==> config.mk <==
export PLATFORM = sky130hd
export DESIGN_NAME = mod_updown_counter
export DESIGN_NICKNAME = d
export VERILOG_FILES = /design/src/rtl/mod_updown_counter.sv
export SDC_FILE = /design/constraint.sdc
export NUM_CORES = 1
export LEC_CHECK = 0
export CORE_AREA = 2 2 39 41
export DETAILED_ROUTE_END_ITERATION = 7
export DIE_AREA = 0 0 41 43
export GPL_TIMING_DRIVEN = 0
export PLACE_DENSITY_LB_ADDON = 0.25
export SLEW_MARGIN = 0
export SYNTH_ARGS = -nofsm -noshare
export SYNTH_HDL_FRONTEND = slang
export SYNTH_SLANG_ARGS = --single-unit
==> constraint.sdc <==
create_clock -name clk -period 2.51 [get_ports clk]
set_clock_uncertainty 0.2 [all_clocks]
set_input_delay 0.251 -clock clk [delete_from_list [all_inputs] [get_ports clk]]
set_output_delay 0.251 -clock clk [all_outputs]
set_load 0.02 [all_outputs]
==> src/rtl/mod_updown_counter.sv <==
`default_nettype none
// ============================================================================
// Module      : mod_updown_counter
// Description : Synchronous modulo-MODULUS up/down counter with clock-enable
//               prescaler, synchronous clear/load, wrap or saturate mode and
//               a registered terminal-count pulse for cascading.
// Revision    : 1.0 - initial release
// ============================================================================
module mod_updown_counter #(
    parameter int WIDTH    = 4,
    parameter int MODULUS  = 10,
    parameter int PRESCALE = 1
) (
    input  logic             clk,
    input  logic             reset_p,
    input  logic             clr,
    input  logic             load,
    input  logic [WIDTH-1:0] load_val,
    input  logic             en,
    input  logic             up_dn,
    input  logic             sat_mode,
    output logic [WIDTH-1:0] q,
    output logic             tc,
    output logic             at_max
);

    // Prescaler is at least one bit wide so PRESCALE=1 needs no special case:
    // its last value is 0, so step simply follows en.
    localparam int                 c_PSC_W    = (PRESCALE > 1) ? $clog2(PRESCALE) : 1;
    localparam logic [c_PSC_W-1:0] c_PSC_LAST = c_PSC_W'(PRESCALE - 1);
    localparam logic [c_PSC_W-1:0] c_PSC_ONE  = c_PSC_W'(1);
    localparam logic [WIDTH-1:0]   c_MAX      = WIDTH'(MODULUS - 1);
    localparam logic [WIDTH-1:0]   c_ONE      = WIDTH'(1);

    // Reject parameter sets that would make the count range meaningless.
    generate
        if ((MODULUS < 2) || (longint'(MODULUS) > (longint'(1) << WIDTH))) begin : g_bad_modulus
            $error("mod_updown_counter: MODULUS must satisfy 2 <= MODULUS <= 2**WIDTH");
        end
        if (PRESCALE < 1) begin : g_bad_prescale
            $error("mod_updown_counter: PRESCALE must be >= 1");
        end
    endgenerate

    logic [c_PSC_W-1:0] r_psc;
    logic [WIDTH-1:0]   r_q;
    logic               r_tc;
    logic               r_at_max;
    logic               w_step;
    logic [WIDTH-1:0]   w_q_next;
    logic               w_tc_next;

    assign w_step = en && (r_psc == c_PSC_LAST);

    // Prescaler: advances on every enabled clock, restarts on clear/load/reset.
    always_ff @(posedge clk or posedge reset_p) begin
        if (reset_p) begin
            r_psc <= '0;
        end else if (clr || load) begin
            r_psc <= '0;
        end else if (en) begin
            r_psc <= (r_psc == c_PSC_LAST) ? '0 : (r_psc + c_PSC_ONE);
        end
    end

    // Next count and terminal-count: clr > load > step > hold, modulo MODULUS.
    always_comb begin
        w_q_next  = r_q;
        w_tc_next = 1'b0;
        if (clr) begin
            w_q_next = '0;
        end else if (load) begin
            // Out-of-range load values are clamped so q never leaves 0..MODULUS-1.
            w_q_next = (load_val > c_MAX) ? c_MAX : load_val;
        end else if (w_step) begin
            if (up_dn) begin
                if (r_q == c_MAX) begin
                    w_tc_next = 1'b1;
                    if (!sat_mode) begin
                        w_q_next = '0;
                    end
                end else begin
                    w_q_next = r_q + c_ONE;
                end
            end else begin
                if (r_q == '0) begin
                    w_tc_next = 1'b1;
                    if (!sat_mode) begin
                        w_q_next = c_MAX;
                    end
                end else begin
                    w_q_next = r_q - c_ONE;
                end
            end
        end
    end

    // Output registers; at_max is derived from the next count so it tracks q exactly.
    always_ff @(posedge clk or posedge reset_p) begin
        if (reset_p) begin
            r_q      <= '0;
            r_tc     <= 1'b0;
            r_at_max <= 1'b0;
        end else begin
            r_q      <= w_q_next;
            r_tc     <= w_tc_next;
            r_at_max <= (w_q_next == c_MAX);
        end
    end

    assign q      = r_q;
    assign tc     = r_tc;
    assign at_max = r_at_max;

endmodule
`default_nettype wire

# ---- Word level (Yosys, flattened, before mapping)
# Index checks and enable logic that the tools add are counted.
dict set report totals {
  ff_bits 7
  latch_bits 0
  mem_bits_rw 0
  rom_bits 0
  in_bits 11
  output_inout_bits 6
  wordCells 33
  mem_count 0
}
dict set report op_classes {
  addsub 3
  mul 0
  div 0
  order_cmp 1
  eq_ne 2
  shifts 0
  n_mux 18
  bitwise_logic 1
  reduce_logical 4
}
# cell n
set op_table {}
lappend op_table {{$mux 4} 9}
lappend op_table {{$mux 1} 9}
lappend op_table {{$eq 4x4->1 const B} 2}
lappend op_table {{$add 4x1->4 const B} 1}
lappend op_table {{$gt 4x4->1 const B} 1}
lappend op_table {{$logic_not 4->1} 1}
lappend op_table {{$sub 4x1->4 const B} 1}
lappend op_table {{$reduce_bool 2->1} 1}
lappend op_table {{$add 1x1->1 const B} 1}
lappend op_table {{$logic_and 1x1->1} 1}
lappend op_table {{$logic_or 1x1->1} 1}
lappend op_table {{$not 1->1} 1}

# ---- Longest topological paths before layout
# Gate-level depths: netlist of run 1.
dict set report logic_depth {
  word_depth 7
  ltp_mapped 7
}

# ---- Worst setup path after synthesis of run 1
# Ideal clock, no wire load.
dict set report synth_path {
  kind {register to register}
  from {register r_q[0] (netlist: q[0])}
  to {register r_at_max (netlist: at_max)}
  setup_time_ns 0.095
  t_arrival_ns 1.931
  required_ns 2.215
  setup_slack_ns 0.284
  path_stages_with_launch 8
  synth_period_minus_slack_ns 2.226
  cell_sequence {dfrtp_1 > inv_1 > ha_1 > or4b_4 > a32oi_1 > a221o_2 > a221oi_2 > nor4b_2}
}
dict set report synth_via {
  elab_chain_cells 7
  elab_cells_between_ends 13
}
# element line
set synth_rtl {}
lappend synth_rtl {{from (decl)} 46} ;# logic [WIDTH-1:0] r_q;
lappend synth_rtl {{from (signal assigned)} 105} ;# r_q <= w_q_next;
lappend synth_rtl {{$sub 4x1->4, or another cell as far along} 92} ;# w_q_next = r_q - c_ONE;
lappend synth_rtl {{$mux 4 (on tied branches)} {86, 77}}
lappend synth_rtl {{$mux 4 *} 76} ;# if (up_dn) begin
lappend synth_rtl {{$mux 4 *} 75} ;# end else if (w_step) begin
lappend synth_rtl {{$mux 4 *} 72} ;# end else if (load) begin
lappend synth_rtl {{$mux 4 *} 70} ;# if (clr) begin
lappend synth_rtl {{via w_q_next[1]} 50} ;# logic [WIDTH-1:0] w_q_next;
lappend synth_rtl {{$eq 4x4->1 *} 107} ;# r_at_max <= (w_q_next == c_MAX);
lappend synth_rtl {{to (signal assigned)} 107}
lappend synth_rtl {{to (decl)} 48} ;# logic r_at_max;
# The timed path passes the listed nets; every way through them passes the cells marked *.
# A chain may end at the register's enable or synchronous reset.

# ---- Worst setup path after layout of run 1
# Ends and elaborated chain as after synthesis.

==> PnR_summary.wiki, run 1 <==
{| class="wikitable"
! Metric !! Value
|-
| Cell Chain, Critical Path || inv_1, ha_2, or4b_4, a32oi_1, a221o_2, a221oi_2, nor4b_2
|-
| Source of the worst register-to-register timing path || q[0]$_DFF_PP0_
|-
| Number of hold violations in the final report || 0
|-
| Last weighted congestion value of the routability-driven placer || 0.775
|-
| Number of instances resized during post-cts repair || 0
|-
| Via count of the first global-routing pass || 455
|-
| Proportion of layout cells with a drive suffix above 1 || 14.8%
|-
| Vertical extent of the die || 43 µm
|-
| Run status || completed
|-
| Setup slack of the critical path after layout || 0.173 ns
|-
| Vias post-DR || 536
|-
| Pre-CTS WS || 0.151 ns
|-
| Cell count after synthesis || 64
|-
| Sequential-to-total area share from yosys stat || 27.3%
|-
| HPWL reported at the end of detailed placement || 936 µm
|-
| Wire per inst || 12.6 µm
|-
| Number of buffer and inverter instances along the worst setup path || 1
|-
| Clock Root Buffer || clkbuf_4
|-
| Kind of cell adding the most delay to the critical path || simple AND/OR/NAND/NOR gates
|-
| EDFF count, synth || 0
|-
| DR vias/cell || 5.53
|-
| Max-slew violation total from the final report || 0
|-
| Horizontal die dimension || 41 µm
|-
| RSZ-0062 raised after global routing || no
|-
| Commonest cells after routing, fill and taps aside || clkdlybuf4s50_1 (14), inv_1 (8), dfrtp_1 (6)
|-
| Slowest stage cell, crit path || or4b_4
|-
| Wire length of the first global-routing pass || 2050 µm
|-
| Setup TNS Final || 0 ns
|-
| Endpoint class of the critical path || flip-flop
|-
| H-tree depth || 1
|-
| Overall track demand over capacity in global routing || 17.5%
|-
| Synthesis-to-layout area growth || 33.7%
|-
| TritonCTS clock tree || done
|-
| Total power of the final layout || 0.316 mW
|-
| Post-Synthesis Cell Area || 549 µm²
|-
| Final period util || 93.1%
|-
| TritonCTS Buffers || 3
|-
| Arrival time of the worst setup path || 2.29 ns
|-
| CP peak stage delay || 0.50 ns
|-
| Register bit count reported by yosys || 6
|-
| Measured slew at the worst slew-check pin || 0.395 ns
|-
| Primary flip-flop cell chosen by synthesis mapping || dfrtp_1
|-
| # nets final || 97
|-
| Leftover overflow at the end of global routing || 0
|-
| Syn. warnings || 0
|-
| Share of synthesized registers carrying an async set or reset || 100%
|-
| Clock latency of the later-clocked register in the worst-skew pair || 0.26 ns
|-
| Achievable Freq || 428 MHz
|-
| Antenna-violating nets left || 0
|-
| Sink count of the clock tree || 6
|-
| Min Tclk post-route || 2.34 ns
|-
| Setup Buffers After CTS || 0
|-
| First-iteration detailed-routing DRC count || 4
|-
| Critical Path RT || 2.46 ns
|-
| Max Fanout on Critical Path || 8
|-
| Port buffer count || 14
|-
| FF-to-FF End || at_max$_DFF_PP0_
|-
| Number of filler cells placed in the layout || 131
|-
| Most common cell after layout, fill and taps aside || clkdlybuf4s50_1
|-
| Layout Cell Area excl Fill || 734 µm²
|-
| Total I/O pin count || 17
|-
| Area enclosed by the die boundary || 0.00176 mm²
|-
| VDD IR max || 0.000447 V
|-
| Worst hold slack || 0.00921 ns
|-
| Longest Clk Path Bufs || 2
|-
| Initial core utilization || 39.7%
|-
| Mean instance size in the synthesized netlist || 8.58 µm²
|-
| Count of max-cap constraint violations || 0
|-
| Flop2flop setup slack || 0.17 ns
|-
| Number of distinct standard cells referenced by the synthesized netlist || 32
|-
| Hold WC Path Type || input port to async pin
|-
| Drc violations || 0
|-
| CORE AREA || 0.00138 mm²
|-
| Final setup violation count || 0
|-
| N_diodes || 0
|-
| Path depth of the worst reg2reg path || 7
|-
| Post-Syn Nets || 78
|-
| Number of detailed-route iterations in the first pass || 4
|-
| Final wirelength || 1220 µm
|-
| Kind of launch point of the worst setup path || flip-flop
|-
| Pwr Density || 430 mW/mm²
|-
| Post-CTS clock slew at the launch and capture registers of the worst setup and hold paths || 0.05 ns
|-
| Pleak || 0.302 nW
|-
| Pin count of the biggest net entering global routing || 11
|-
| Area post-placement || 709 µm²
|-
| Worst relative slew slack || 73.0%
|-
| Number of antenna violations at the first check in global routing || 0
|-
| Hold-fix buffers at CTS || 0
|-
| Number of placement rows || 14
|-
| Crit Path Category || flip-flop to flip-flop
|}
-- routing by layer --
| layer | GRT usage (%) | up-vias | wire (µm) |
|---|---|---|---|
| met5 | 0 | - | 0 |
| met2 | 25.3 | 13 | 561 |
| li1 | - | 273 | - |
| met3 | 5.24 | 3 | 61 |
| met4 | 8.00 | 0 | 27 |
| met1 | 23.0 | 247 | 571 |
-- flip-flops by register name, indices dropped and copies added (netlist names) --
name and cells:
q 4, at_max 1, tc 1
-- stage by stage --
step | utilization (%) | std cells
floorplan | - | 64
global placement | 51.3 | 94
detailed placement | 51.3 | 94
CTS | 52.9 | 97
global route | 53.1 | 97
finish | 53.1 | 97
-- worst max-delay path by stage --
stage                         from          endpoint  slack [ns]  cells after the start
finish              q[0]$_DFF_PP0_  at_max$_DFF_PP0_        0.17                      7
global route        q[0]$_DFF_PP0_  at_max$_DFF_PP0_       0.004                      7
CTS                 q[0]$_DFF_PP0_  at_max$_DFF_PP0_        0.12                      7
detailed placement  q[1]$_DFF_PP0_  at_max$_DFF_PP0_        0.15                      7
global placement    q[1]$_DFF_PP0_  at_max$_DFF_PP0_        0.16                      7
floorplan           q[0]$_DFF_PP0_  at_max$_DFF_PP0_        0.28                      7
-- cells in the mapped netlist, types with 2 or more instances --
cell type / instances / area [µm²]
a21oi_1: 4 / 20.0
a31oi_1: 2 / 12.5
dfrtp_1: 6 / 150
ha_1: 3 / 37.5
inv_1: 8 / 30.0
nand2_1: 3 / 11.3
nand3_1: 2 / 10.0
nor2_1: 5 / 18.8
nor2b_1: 5 / 31.3
o211ai_1: 2 / 15.0
o21ai_0: 3 / 15.0
-- cells by family after synthesis --
kind of cell / after synthesis / share of synthesized area (%)
compound gates: 21 / 29.2
simple gates: 21 / 23.2
flops: 6 / 27.3
xor+xnor: 1 / 1.59
mux: 1 / 2.05
fa+ha+maj: 3 / 6.83
buf+inv: 11 / 9.79
-- cell type report --
| class | count | area, µm² | share of cell area [%] |
|---|---|---|---|
| multi-input combinational | 47 | 348 | 47.4 |
| sequential | 6 | 150 | 20.4 |
| timing repair buffer | 14 | 140 | 19.1 |
| inverter | 8 | 30.0 | 4.09 |
| buffer | 3 | 23.8 | 3.24 |
| clock buffer | 3 | 22.5 | 3.07 |
| tap | 16 | 20.0 | 2.73 |
-- power by group --
group	switching, mW	leakage [nW]	internal, mW
clock network	0.0390	0.0138	0.0543
registers	0.00931	0.0800	0.103
logic	0.0536	0.208	0.0568
total	0.102	0.302	0.214
Note: power is estimated with default switching activity, not from simulation.
==> inputs of run 2 (changes only) <==
--- a/config.mk
+++ b/config.mk
@@ -5,11 +5,14 @@
 export SDC_FILE = /design/constraint.sdc
 export NUM_CORES = 1
 export LEC_CHECK = 0
-export CORE_AREA = 2 2 39 41
+export CELL_PAD_IN_SITES_DETAIL_PLACEMENT = 1
+export CELL_PAD_IN_SITES_GLOBAL_PLACEMENT = 2
+export CORE_UTILIZATION = 25
+export CTS_CLUSTER_SIZE = 8
 export DETAILED_ROUTE_END_ITERATION = 7
-export DIE_AREA = 0 0 41 43
 export GPL_TIMING_DRIVEN = 0
 export PLACE_DENSITY_LB_ADDON = 0.25
+export SKIP_LAST_GASP = 1
 export SLEW_MARGIN = 0
 export SYNTH_ARGS = -nofsm -noshare
 export SYNTH_HDL_FRONTEND = slang
==> PnR_summary.wiki, run 2 (same netlist as run 1, synthesis figures left out) <==
{| class="wikitable"
! Metric !! Value
|-
| Run status || completed
|-
| TritonCTS Buffers || 3 (unchanged)
|-
| Initial core utilization || 27.2% (-13 points)
|-
| Kind of launch point of the worst setup path || flip-flop
|-
| Number of detailed-route iterations in the first pass || 4 (unchanged)
|-
| Number of instances resized during post-cts repair || 0 (unchanged)
|-
| Max-slew violation total from the final report || 0 (unchanged)
|-
| VDD IR max || 0.000366 V (-18%)
|-
| Area post-placement || 723 µm² (+1.9%)
|-
| Cell count after placement || 105 (+12%)
|-
| FF-to-FF End || at_max$_DFF_PP0_
|-
| Hold WC Path Type || input port to async pin
|-
| Overall track demand over capacity in global routing || 14.3% (-3.2 points)
|-
| Hold-fix buffers at CTS || 0 (unchanged)
|-
| Pwr Density || 420 mW/mm² (-2.4%)
|-
| Vias post-DR || 552 (+3.0%)
|-
| H-tree depth || 1 (unchanged)
|-
| DR vias/cell || 5.11 (-7.5%)
|-
| Flop2flop setup slack || 0.15 ns (-0.02 ns)
|-
| Wire length on met2 || 680 µm (+21%)
|-
| Drc violations || 0 (unchanged)
|-
| Number of placement rows || 16 (+2)
|-
| Uppermost routed layer || met4
|-
| Post-CTS clock slew at the launch and capture registers of the worst setup and hold paths || 0.04 ns (about the same)
|-
| Port buffer count || 14 (unchanged)
|-
| Count of placed standard cells in the final layout, fillers left out || 108 (+11%)
|-
| Clock latency of the later-clocked register in the worst-skew pair || 0.25 ns (about the same)
|-
| CORE AREA || 0.00202 mm² (+46%)
|-
| Endpoint class of the critical path || flip-flop
|-
| Met1 layer wirelength in the final routing || 666 µm (+17%)
|-
| RSZ-0062 raised after global routing || no
|-
| Clock Root Buffer || clkbuf_4
|-
| Worst relative slew slack || 70.1% (-2.9 points)
|-
| Most common cell after layout, fill and taps aside || clkdlybuf4s50_1
|-
| Synthesis-to-layout area growth || 35.8%
|-
| WL met3 || 68 µm (+11%)
|-
| Path depth of the worst reg2reg path || 7 (unchanged)
|-
| Setup Buffers After CTS || 0 (unchanged)
|-
| Core utilization of the finished layout || 36.9% (-16 points)
|-
| Worst hold slack || 0.0134 ns (+0.00420 ns)
|-
| Max reg flops || 4 (unchanged)
|-
| Total power of the final layout || 0.313 mW (-0.93%)
|-
| Setup TNS Final || 0 ns (unchanged)
|-
| Count of max-cap constraint violations || 0 (unchanged)
|-
| Number of antenna violations at the first check in global routing || 0 (unchanged)
|-
| Antenna-violating nets left || 0 (unchanged)
|-
| Leftover overflow at the end of global routing || 0 (unchanged)
|-
| Horizontal die dimension || 48.9 µm (+19%)
|-
| Max Fanout on Critical Path || 8 (unchanged)
|-
| Longest Clk Path Bufs || 2 (unchanged)
|-
| Setup slack of the critical path after layout || 0.154 ns (-0.0194 ns)
|-
| Pre-CTS WS || 0.163 ns (+0.0125 ns)
|-
| Achievable Freq || 424 MHz (-0.82%)
|-
| Crit Path Category || flip-flop to flip-flop
|-
| Wire per inst || 13.2 µm (+5.0%)
|-
| Total I/O pin count || 17 (unchanged)
|-
| Final period util || 93.9% (+0.77 points)
|-
| Wire length of the first global-routing pass || 2570 µm (+26%)
|-
| Vertical extent of the die || 48.9 µm (+14%)
|-
| Pleak || 0.303 nW (+0.39%)
|-
| Arrival time of the worst setup path || 2.31 ns (+0.02 ns)
|-
| Measured slew at the worst slew-check pin || 0.437 ns (+0.0425 ns)
|-
| First-iteration detailed-routing DRC count || 8 (+4)
|-
| Area enclosed by the die boundary || 0.00239 mm² (+35%)
|-
| Via count of the first global-routing pass || 578 (+27%)
|-
| TritonCTS clock tree || done
|-
| HPWL reported at the end of detailed placement || 1120 µm (+20%)
|-
| Number of hold violations in the final report || 0 (unchanged)
|-
| Layout Cell Area excl Fill || 746 µm² (+1.5%)
|-
| Final setup violation count || 0 (unchanged)
|-
| Min Tclk post-route || 2.36 ns (+0.0194 ns)
|-
| Sink count of the clock tree || 6 (unchanged)
|-
| Last weighted congestion value of the routability-driven placer || 0.723 (-6.7%)
|-
| Final wirelength || 1430 µm (+17%)
|-
| # nets final || 97 (unchanged)
|-
| Source of the worst register-to-register timing path || q[0]$_DFF_PP0_
|-
| Proportion of layout cells with a drive suffix above 1 || 13.6% (-1.2 points)
|-
| Pin count of the biggest net entering global routing || 11 (unchanged)
|-
| N_diodes || 0 (unchanged)
|-
| Commonest cells after routing, fill and taps aside || clkdlybuf4s50_1 (14), inv_1 (8), dfrtp_1 (6)
|-
| Critical Path RT || 2.46 ns (about the same)
|}
-- run 2: area by class of cell --
class                   count  area (µm²)
plain buffers               3        23.8
repair buffers             14         140
multi-input cells          47         345
clock buffers               3        22.5
inverters                   8        30.0
well taps                  27        33.8
flip-flops and latches      6         150
fillers                   247        1280
-- run 2: worst max-delay path, cell delays in order (launching register included) --
cell,delay [ns]
dfrtp_1,0.47
inv_1,0.12
ha_1,0.25
or4b_4,0.50
a32oi_1,0.24
a221o_2,0.15
a221oi_2,0.07
nor4b_2,0.26
-- run 2: worst max path at each step --
stage	from	to	slack, ns	depth (start not counted)
finish	q[0]$_DFF_PP0_	at_max$_DFF_PP0_	0.15	7
floorplan	q[0]$_DFF_PP0_	at_max$_DFF_PP0_	0.28	7
CTS	q[0]$_DFF_PP0_	at_max$_DFF_PP0_	0.14	7
global route	q[1]$_DFF_PP0_	at_max$_DFF_PP0_	0.02	7
detailed placement	q[0]$_DFF_PP0_	at_max$_DFF_PP0_	0.16	7
global placement	q[0]$_DFF_PP0_	at_max$_DFF_PP0_	0.10	7
-- run 2: where the power goes --
group          internal [mW]  switching (mW)
combinational         0.0560          0.0552
clock                 0.0541          0.0349
sequential             0.103         0.00987
total                  0.213           0.100
-- run 2: layer usage --
layer / GRT usage [%] / up-vias
li1: - / 270
met1: 18.2 / 264
met2: 23.1 / 16
met3: 4.05 / 2
met4: 4.41 / 0
met5: 0 / -
==> inputs of run 3 (changes only) <==
--- a/config.mk
+++ b/config.mk
@@ -7,6 +7,7 @@
 export LEC_CHECK = 0
 export CELL_PAD_IN_SITES_DETAIL_PLACEMENT = 1
 export CELL_PAD_IN_SITES_GLOBAL_PLACEMENT = 2
+export CORE_MARGIN = 1.5
 export CORE_UTILIZATION = 25
 export CTS_CLUSTER_SIZE = 8
 export DETAILED_ROUTE_END_ITERATION = 7
==> PnR_summary.wiki, run 3 (same netlist as run 1, synthesis figures left out) <==
{| class="wikitable"
! Metric !! Value
|-
| TritonCTS Buffers || 3 (unchanged)
|-
| Wire per inst || 14.2 µm (+7.3%)
|-
| Endpoint class of the critical path || flip-flop
|-
| Arrival time of the worst setup path || 2.36 ns (+0.05 ns)
|-
| Most common cell after layout, fill and taps aside || clkdlybuf4s50_1
|-
| Setup TNS Final || 0 ns (unchanged)
|-
| Cell count after placement || 105 (unchanged)
|-
| Total I/O pin count || 17 (unchanged)
|-
| CP peak stage delay || 0.50 ns (about the same)
|-
| Count of placed standard cells in the final layout, fillers left out || 108 (unchanged)
|-
| Cell Chain, Critical Path || inv_1, ha_2, or4b_4, a32oi_1, a221o_2, a221oi_2, nor4b_2
|-
| Sink count of the clock tree || 6 (unchanged)
|-
| Final period util || 96.5% (+2.6 points)
|-
| Critical Path RT || 2.45 ns (about the same)
|-
| Total power of the final layout || 0.315 mW (+0.80%)
|-
| Clock latency of the later-clocked register in the worst-skew pair || 0.24 ns (about the same)
|-
| Number of placement rows || 16 (unchanged)
|-
| Number of hold violations in the final report || 0 (unchanged)
|-
| Pwr Density || 421 mW/mm² (+0.29%)
|-
| Max Fanout on Critical Path || 8 (unchanged)
|-
| Register share of total power || 35.9% (about the same)
|-
| Measured slew at the worst slew-check pin || 0.456 ns (+0.0185 ns)
|-
| Drc violations || 0 (unchanged)
|-
| Leftover overflow at the end of global routing || 0 (unchanged)
|-
| Total net switching power || 0.101 mW (+1.3%)
|-
| # nets final || 97 (unchanged)
|-
| Wire length of the first global-routing pass || 2690 µm (+4.6%)
|-
| Final wirelength || 1530 µm (+7.3%)
|-
| Logic gate share of total power || 36.3% (+0.8 points)
|-
| VDD IR max || 0.000322 V (-12%)
|-
| Slowest stage cell, crit path || or4b_4
|-
| Horizontal die dimension || 49.9 µm (+2.0%)
|-
| TritonCTS clock tree || done
|-
| Pleak || 0.300 nW (-0.85%)
|-
| Cell internal pwr || 0.214 mW (+0.56%)
|-
| N_diodes || 0 (unchanged)
|-
| Area enclosed by the die boundary || 0.00249 mm² (+4.1%)
|-
| DR vias/cell || 5.10 (-0.18%)
|-
| Via count of the first global-routing pass || 580 (+0.35%)
|-
| Overall track demand over capacity in global routing || 14.5% (+0.23 points)
|-
| Pin count of the biggest net entering global routing || 11 (unchanged)
|-
| Kind of launch point of the worst setup path || flip-flop
|-
| Min Tclk post-route || 2.42 ns (+0.0659 ns)
|-
| Core utilization of the finished layout || 37.1% (+0.19 points)
|-
| Switching Share || 32.1% (+0.16 points)
|-
| First-iteration detailed-routing DRC count || 9 (+1)
|-
| Synthesis-to-layout area growth || 36.4%
|-
| Clock share of power || 27.7% (-0.7 points)
|-
| Proportion of layout cells with a drive suffix above 1 || 16.0% (+2.5 points)
|-
| Achievable Freq || 413 MHz (-2.7%)
|-
| Max-slew violation total from the final report || 0 (unchanged)
|-
| Last weighted congestion value of the routability-driven placer || 0.760 (+5.1%)
|-
| RSZ-0062 raised after global routing || no
|-
| Max reg flops || 4 (unchanged)
|-
| Crit Path Category || flip-flop to flip-flop
|-
| HPWL reported at the end of detailed placement || 1160 µm (+3.7%)
|-
| Antenna-violating nets left || 0 (unchanged)
|-
| Worst relative slew slack || 68.8% (-1.3 points)
|-
| Hold WC Path Type || input port to async pin
|-
| Initial core utilization || 27.2% (unchanged)
|-
| Vias post-DR || 551 (-0.18%)
|-
| Kind of cell adding the most delay to the critical path || simple AND/OR/NAND/NOR gates
|-
| H-tree depth || 1 (unchanged)
|-
| Number of detailed-route iterations in the first pass || 4 (unchanged)
|-
| Run status || completed
|-
| Port buffer count || 14 (unchanged)
|-
| Number of buffer and inverter instances along the worst setup path || 1 (unchanged)
|-
| Post-CTS clock slew at the launch and capture registers of the worst setup and hold paths || 0.05 ns (about the same)
|-
| Vertical extent of the die || 49.9 µm (+2.0%)
|-
| Count of max-cap constraint violations || 0 (unchanged)
|-
| Final setup violation count || 0 (unchanged)
|-
| Setup Buffers After CTS || 0 (unchanged)
|-
| Hold-fix buffers at CTS || 0 (unchanged)
|-
| CORE AREA || 0.00202 mm² (unchanged)
|-
| Clock Root Buffer || clkbuf_4
|-
| Number of instances resized during post-cts repair || 0 (unchanged)
|-
| Longest Clk Path Bufs || 2 (unchanged)
|-
| Commonest cells after routing, fill and taps aside || clkdlybuf4s50_1 (14), inv_1 (8), nor2b_1 (5), nor2_1 (5), dfrtp_1 (5)
|-
| Number of antenna violations at the first check in global routing || 0 (unchanged)
|}
-- run 3: cell counts in the layout (fill, tap and decap cells not counted) --
Identical to the previous run, type by type.
-- run 3: path summary, 6_finish.rpt --
kind	slack (ns)	to	startpoint	depth (start not counted)
max	0.09	at_max$_DFF_PP0_	q[0]$_DFF_PP0_	7
max reg2reg	0.09	at_max$_DFF_PP0_	q[0]$_DFF_PP0_	7
min	0.03	tc$_DFF_PP0_	reset_p	2
min in group clk	0.12	tc$_DFF_PP0_	load	2
min reg2reg	0.60	q[1]$_DFF_PP0_	q[1]$_DFF_PP0_	2
max in group asynchronous	1.87	q[1]$_DFF_PP0_	reset_p	2
-- run 3: power groups by stage --
stage	combinational (mW)	clock [mW]	sequential [mW]
global route	0.126	0.0965	0.114
CTS	0.114	0.0928	0.113
detailed placement	0.113	0	0.115
floorplan	0.0634	0	0.119
global placement	0.113	0	0.115
finish	0.115	0.0875	0.113
-- run 3: metrics by stage --
stage                     cell area (µm²)  hold WS [ns]  setup slack, ns
after CTS                             746        0.0237           0.0542
after floorplan                       549        -0.158            0.284
final                                 749        0.0270           0.0878
after global routing                  749        0.0494        0.0000411
after detailed placement              723         0.287           0.0776
after global placement                723         0.272            0.108
-- run 3: layout make-up --
| class | count | area, µm² |
|---|---|---|
| buffer | 3 | 23.8 |
| sequential | 6 | 151 |
| tap | 27 | 33.8 |
| inverter | 8 | 30.0 |
| clock buffer | 3 | 22.5 |
| timing repair buffer | 14 | 140 |
| fill | 251 | 1270 |
| multi-input combinational | 47 | 348 |
-- run 3: metal layers --
| layer | track usage (%) | up-vias | part of all wire (%) |
|---|---|---|---|
| li1 | - | 270 | - |
| met1 | 18.9 | 268 | 50 |
| met2 | 23.6 | 13 | 48 |
| met3 | 2.73 | 0 | 2.6 |
| met4 | 5.56 | 0 | 0 |
| met5 | 0 | - | 0 |
